<file path="config.mk">
export PLATFORM = sky130hd
export DESIGN_NAME = regfile_write_arbiter
export DESIGN_NICKNAME = d
export VERILOG_FILES = /design/src/rtl/regfile_write_arbiter.sv
export SDC_FILE = /design/constraint.sdc
export NUM_CORES = 1
export LEC_CHECK = 0
export CAP_MARGIN = 15
export CORE_MARGIN = 5
export CORE_UTILIZATION = 32
export CTS_BUF_LIST = sky130_fd_sc_hd__clkbuf_8
export DETAILED_ROUTE_END_ITERATION = 8
export PLACE_DENSITY = 0.78
export SYNTH_ARGS = -nofsm -noshare
export SYNTH_HDL_FRONTEND = slang
export SYNTH_SLANG_ARGS = --single-unit
</file>
<file path="constraint.sdc">
create_clock -name clock -period 1.1 [get_ports clock]
set_input_delay 0.33 -clock clock [delete_from_list [all_inputs] [get_ports clock]]
set_output_delay 0.33 -clock clock [all_outputs]
set_load 0.05 [all_outputs]
</file>
<file path="src/rtl/regfile_write_arbiter.sv">
// rtl/regfile_write_arbiter.sv - two-requester round-robin register-file write arbiter
//
// Purpose:
//   Arbitrates write requests from two requesters onto a single register-file
//   write port. A two-state FSM (IDLE/WRITE) samples requests in IDLE, picks a
//   winner round-robin, and presents one registered write strobe plus a
//   one-cycle ack to the winner. At most one write every two cycles.
//
// Configuration:
//   REGARB_FORWARD_EN - when defined, the read-data outputs bypass the
//                       register file with the in-flight write data on an
//                       index match. When undefined, reads pass straight through.
//
// Ports:
//   clock, reset_n            single rising-edge clock, async active-low reset
//   req0/1, addr0/1, data0/1  per-requester write request, index and data
//   ack0/1                    one-cycle write-accepted pulse per requester
//   write_en/reg/data         registered register-file write port
//   wr_count                  8-bit wrapping count of completed writes
//   rd_addr1/2, rf_data1/2    register-file read indices and read data
//   fwd_data1/2               read data delivered to the datapath

module regfile_write_arbiter #(
  parameter int DATA_W = 8,
  parameter int ADDR_W = 1
) (
  input  logic              clock,
  input  logic              reset_n,

  input  logic              req0,
  input  logic [ADDR_W-1:0] addr0,
  input  logic [DATA_W-1:0] data0,
  input  logic              req1,
  input  logic [ADDR_W-1:0] addr1,
  input  logic [DATA_W-1:0] data1,
  output logic              ack0,
  output logic              ack1,

  output logic              write_en,
  output logic [ADDR_W-1:0] write_reg,
  output logic [DATA_W-1:0] write_data,
  output logic [7:0]        wr_count,

  input  logic [ADDR_W-1:0] rd_addr1,
  input  logic [ADDR_W-1:0] rd_addr2,
  input  logic [DATA_W-1:0] rf_data1,
  input  logic [DATA_W-1:0] rf_data2,
  output logic [DATA_W-1:0] fwd_data1,
  output logic [DATA_W-1:0] fwd_data2
);

  typedef enum logic {
    ST_IDLE  = 1'b0,
    ST_WRITE = 1'b1
  } state_e;

  state_e              state_q, state_d;
  logic                ptr_q, ptr_d;        // preferred requester on a tie
  logic                write_en_q, write_en_d;
  logic                ack0_q, ack0_d;
  logic                ack1_q, ack1_d;
  logic [ADDR_W-1:0]   write_reg_q, write_reg_d;
  logic [DATA_W-1:0]   write_data_q, write_data_d;
  logic [7:0]          wr_count_q, wr_count_d;

  logic                any_req;
  logic                gnt;                 // 0 = requester 0, 1 = requester 1

  // Grant selection: the pointer only matters when both request; a lone
  // requester always wins.
  always_comb begin
    any_req = req0 | req1;
    if (req0 && req1) begin
      gnt = ptr_q;
    end else begin
      gnt = req1;
    end
  end

  always_comb begin
    state_d      = state_q;
    ptr_d        = ptr_q;
    write_en_d   = 1'b0;
    ack0_d       = 1'b0;
    ack1_d       = 1'b0;
    write_reg_d  = write_reg_q;
    write_data_d = write_data_q;
    // The register file takes the write on the edge that ends the strobe,
    // so the completion count advances on that same edge.
    wr_count_d   = write_en_q ? (wr_count_q + 8'd1) : wr_count_q;

    case (state_q)
      ST_IDLE: begin
        if (any_req) begin
          state_d      = ST_WRITE;
          write_en_d   = 1'b1;
          ack0_d       = ~gnt;
          ack1_d       = gnt;
          ptr_d        = ~gnt;
          write_reg_d  = gnt ? addr1 : addr0;
          write_data_d = gnt ? data1 : data0;
        end
      end
      ST_WRITE: begin
        // Requests seen here are ignored; the requester still holds them and
        // they are picked up on the next IDLE edge.
        state_d = ST_IDLE;
      end
      default: begin
        state_d = ST_IDLE;
      end
    endcase
  end

  always_ff @(posedge clock or negedge reset_n) begin
    if (!reset_n) begin
      state_q      <= ST_IDLE;
      ptr_q        <= 1'b0;
      write_en_q   <= 1'b0;
      ack0_q       <= 1'b0;
      ack1_q       <= 1'b0;
      write_reg_q  <= '0;
      write_data_q <= '0;
      wr_count_q   <= 8'd0;
    end else begin
      state_q      <= state_d;
      ptr_q        <= ptr_d;
      write_en_q   <= write_en_d;
      ack0_q       <= ack0_d;
      ack1_q       <= ack1_d;
      write_reg_q  <= write_reg_d;
      write_data_q <= write_data_d;
      wr_count_q   <= wr_count_d;
    end
  end

  assign write_en   = write_en_q;
  assign ack0       = ack0_q;
  assign ack1       = ack1_q;
  assign write_reg  = write_reg_q;
  assign write_data = write_data_q;
  assign wr_count   = wr_count_q;

`ifdef REGARB_FORWARD_EN
  // Bypass the register file while a write to the same index is in flight,
  // so the datapath never sees the stale value during the write cycle.
  always_comb begin
    fwd_data1 = rf_data1;
    fwd_data2 = rf_data2;
    if (write_en_q && (write_reg_q == rd_addr1)) begin
      fwd_data1 = write_data_q;
    end
    if (write_en_q && (write_reg_q == rd_addr2)) begin
      fwd_data2 = write_data_q;
    end
  end
`else
  assign fwd_data1 = rf_data1;
  assign fwd_data2 = rf_data2;

  // Read indices only feed the bypass compare.
  logic unused_rd_addr;
  assign unused_rd_addr = ^{rd_addr1, rd_addr2};
`endif

endmodule
</file>
# ---- Yosys cells after proc, flatten, opt, wreduce, memory -nomap -nowiden
# Index checks and enable logic that the tools add are counted.
dict set report word_totals {
  input_bits 40
  reg_bits 22
  output_inout_bits 36
  elab_cells 24
}
dict set report op_classes {
  mux 10
  addsub 1
  n_reduce_logical 2
  bitwise_logic 3
}
# op n
set op_table {}
lappend op_table {{$add 8x1->8 const B} 1}
lappend op_table {{$mux 1} 8}
lappend op_table {{$mux 8} 1}
lappend op_table {{$not 1->1} 2}
lappend op_table {{$pmux 1 s2} 1}
lappend op_table {{$reduce_and 2->1} 1}
lappend op_table {{$logic_and 1x1->1} 1}
lappend op_table {{$or 1x1->1} 1}

# ---- Longest topological paths before layout
# Gate-level depths: netlist (run 1).
dict set report logic_depth {
  depth_word 5
  ltp_mapped 6
  ltp_nobuf 4
}

# ---- Worst setup path after synthesis (run 1)
# OpenSTA, ideal clock, no wires.
dict set report synth_timing {
  path_type {reg2reg}
  startpoint {reg state_q}
  endpoint {reg write_data_q[0], in the netlist write_data[0]}
  setup_time_ns 0.126
  required_time_ns 0.974
  arrival_time_ns 1.270
  stages_incl_launch_ff 6
  period_less_slack_ns 1.395
  slack_ns -0.295
  path_buffers 2
  path_cell_list {dfrtp_1 > buf_6 > o21bai_4 > buf_6 > a31oi_1 > a21oi_1}
}
dict set report synth_via {
  elab_chain_cells 2
}
# item line_no
set synth_lines {}
lappend synth_lines {{start: declaration} 57} ;# state_e state_q, state_d;
lappend synth_lines {{start signal: assignment} 126} ;# state_q <= state_d;
lappend synth_lines {{$not 1->1 (no source line)} n/a}
lappend synth_lines {{$reduce_and 2->1 (no source line)} n/a}
lappend synth_lines {{end signal: assignment} 132} ;# write_data_q <= write_data_d;
lappend synth_lines {{end: declaration} 63} ;# logic [DATA_W-1:0] write_data_q, write_data_d;
# Every way passes these cells.
# A chain may end at the register's enable or synchronous reset.

# ---- Worst setup path after layout (run 1)
dict set report layout_timing {
  startpoint {reg wr_count_q[1], in the netlist wr_count[1]}
  endpoint {out wr_count[1]}
}
# item line_no
set layout_lines {}
lappend layout_lines {{start: declaration} 64} ;# logic [7:0] wr_count_q, wr_count_d;
lappend layout_lines {{start signal: assignment} 133} ;# wr_count_q <= wr_count_d;
lappend layout_lines {{end: declaration} 42} ;# output logic [7:0] wr_count,
# No word-level cell between the ends.

==> metrics.md, run 1 <==
| Metric | Value |
|---|---|
| Status | finished with violations |
| Violated checks | negative setup slack |
| Buf/Inv on CP | 2 |
| Design Area, Final | approximately 2000 um2 |
| FF+latch count, synth | 21 |
| Multi-input gate area | between 500 and 600 um2 |
| DIE WIDTH | approximately 70 um |
| Unrepaired setup endpoints after global routing | yes |
| Top post-synthesis cells by area | dfrtp_1, buf_4, a31oi_1, a21oi_1, o21ai_0 |
| Commonest non-fill, non-tap cell in the layout | buf_12 |
| Global-route wire length before repair | ~5 mm |
| Slew HR | 81.3% |
| Syn Std Cell Area | approximately 1100 um2 |
| # hold bufs at CTS | 0 |
| FILL cells | 278 |
| Worst-path clk slew | 0.07 ns |
| Largest net degree at the start of global routing | 22 |
| Routability cong. | slightly below 0.7 |
| Clk_skew | roughly 0.0018 ns |
| Core area | approximately 3300 um2 |
| Detail Placement HPWL | 2.32 mm |
| CP endpoint kind | primary output |
| Pwr dens | roughly 2300 nW/um2 |
| Synth unique cells | 24 |
| GRT Overall Usage | between 10% and 20% |
| PortBufs | slightly above 40 |
| CP Class | flop to primary output |
| Yosys top cell area share | 48.6% |
| DRC Markers | 0 |
| Final period util | 116% |
| Maximum fanout along the worst path | 2 |
| CP peak stage delay | between 0.4 and 0.5 ns |
| Antenna viol nets, final | 0 |
| Yosys warning count | 0 |
| Clock Latency Late Sink | 0.26 ns |
| Total power | around 4.5 mW |
| H-tree depth | 1 |
| Clk root buf | clkbuf_8 |
| Placement Cell Area | around 1700 um2 |
| Max_cap viols | 0 |
| Total gr overflow | 0 |
| Leak pwr | 0.822 nW |
| WL per Instance | ~16 um |
| Worst-path cell chain | buf_6 -> buf_12 |
| Layout Nets | just under 200 |
| Worst vdd ir | approximately 0.66 mV |
| FMAX | approximately 0.8 GHz |
| Drt total wl | roughly 3.1 mm |
| Initial Util | approximately a third |
| CTS sink count | 21 |
| Sequential share of the synthesized area | about half |
| Final WS setup | -0.171 ns |
| Layout cells sized above 1 | between 40% and 50% |
| Synthesized instance count | roughly 110 |
| Slew @ Worst Pin | around 0.28 ns |
| FF+latch area | 534 um2 |
| WP data required | 0.77 ns |
| Final Max Tran Viols | 0 |
| Drt initial violations | 43 |
| Most frequent cells in the layout | buf_12, clkdlybuf4s50_1, buf_4 |
| CTS tree | done |
| DR pass1 iterations | 4 |
| Die area | roughly 4600 um2 |
| Arr. time, crit path | between 0.9 and 1 ns |
| Vias/cell | a little under 5 |
| DR vias | approximately 970 |
| Yosys top cell by area | dfrtp_1 |
| Num CTS Buffers | 3 |
| Die height | approximately 70 um |
| Cell family with most CP delay | flip-flops |
| Area Growth Syn to Fin | 84.0% |
| Syn_nets | about 150 |
| Vias in the first global route | around 1.1k |
| I/O pin cnt | 76 |
| Antenna diodes | 0 |
| Initial antenna violation count | 0 |
| Final setup violation count | 32 |
| Hold Violations, Final | 0 |
| Critical-path top delay cell | dfrtp_2 |
| Std cell rows | 21 |
| Mean Syn Cell Area | 10.2 um2 |
| Min-delay worst type | input pin to asynchronous set/reset pin |
| Clock buffer depth | 2 |
| Worst setup SP type | flop |
| Final Critical Period | between 1 and 1.5 ns |
==> per-layer routing <==
layer | vias to the layer above | global-route usage [%] | share of wire, %
met1 | 472 | 14.9 | 38
li1 | 442 | - | -
met5 | - | 0 | 0
met3 | 9 | 4.76 | 6.5
met2 | 45 | 27.2 | 54
met4 | 0 | 3.97 | 1.5
==> synthesized netlist by cell type <==
master,n
a21oi_1,10
a31oi_1,9
and3_1,1
buf_2,2
buf_4,16
buf_6,3
clkbuf_2,1
dfrtp_1,21
ha_1,1
inv_1,1
inv_2,1
mux2_2,1
nand2_1,3
nand2b_1,1
nand4_1,2
nand4_4,1
nor2_1,12
nor2b_1,1
nor3_1,1
nor3_2,1
o21ai_0,9
o21bai_4,1
xnor2_1,4
xor2_1,3
==> logic make-up (layout without fill, tap and decap cells) <==
group	Yosys count	in the layout	share of synthesized area [%]
adders and majority gates	1	1	1.16
AOI/OAI and AO/OA	29	29	15.7
buffers and inverters	24	71	16.3
muxes	1	1	1.04
and+or+nand+nor	23	23	11.5
xor gates and xnor gates	7	7	5.67
DFF	21	21	48.6
==> what timing repair did <==
item | 4_1_cts | 5_1_grt
gates resized for setup | 15 | 13
buffers inserted | 13 | 2
pin swaps | 2 | 4
hold endpoints to repair | 0 | 0
endpoints found under the setup margin | 32 | 35
==> final cells by class <==
type                            count  area share, %
Sequential cell                    21           26.9
Timing Repair Buffer               65           41.8
Tap cell                           46           2.89
Clock inverter                      1          0.189
Clock buffer                        3           2.08
Multi-Input combinational cell     61           25.8
Inverter                            2          0.377
==> metrics by stage <==
stage	setup slack, ns	hold WS (ns)	TNS, ns	instances	util [%]
2_1_floorplan	-0.194	0.0344	-2.13	106	-
3_3_place_gp	-0.445	0.514	-5.21	180	50.9
3_5_place_dp	-0.527	0.523	-5.92	180	50.9
4_1_cts	-0.164	0.410	-2.83	197	57.3
5_1_grt	-0.194	0.413	-3.88	199	60.1
6_report	-0.171	0.405	-2.68	199	60.1
==> worst reg2reg max path: cells and delay by family, from the launching register on <==
kind / cells / cell delay (ns)
AO/OA/AOI/OAI: 3 / 0.42
buffers and inverters: 2 / 0.28
flip-flops: 1 / 0.41
==> where the power goes <==
part | internal [mW] | switching [mW]
Combinational | 1.40 | 1.36
Sequential | 1.01 | 0.232
Clock | 0.249 | 0.246
==> path summary, 6_finish.rpt <==
kind,startpoint,to,slack [ns],cells after the start
max,wr_count[1],wr_count[1],-0.17,2
min,reset_n,wr_count[4],0.40,2
max reg2reg,state_q,write_data[4],-0.13,5
min reg2reg,write_data[5],write_data[5],0.60,2
max in group asynchronous,reset_n,wr_count[3],0.54,2
min in group clock,write_data[5],write_data[5],0.60,2
(Power assumes the default switching activity.)
==> run 2: changes to the inputs <==
--- a/config.mk
+++ b/config.mk
@@ -11,6 +11,7 @@
 export CTS_BUF_LIST = sky130_fd_sc_hd__clkbuf_8
 export DETAILED_ROUTE_END_ITERATION = 8
 export PLACE_DENSITY = 0.78
+export SLEW_MARGIN = 40
 export SYNTH_ARGS = -nofsm -noshare
 export SYNTH_HDL_FRONTEND = slang
 export SYNTH_SLANG_ARGS = --single-unit
==> results of run 2 <==
No change in the layout: final DEF, timing and power equal those of run 1.
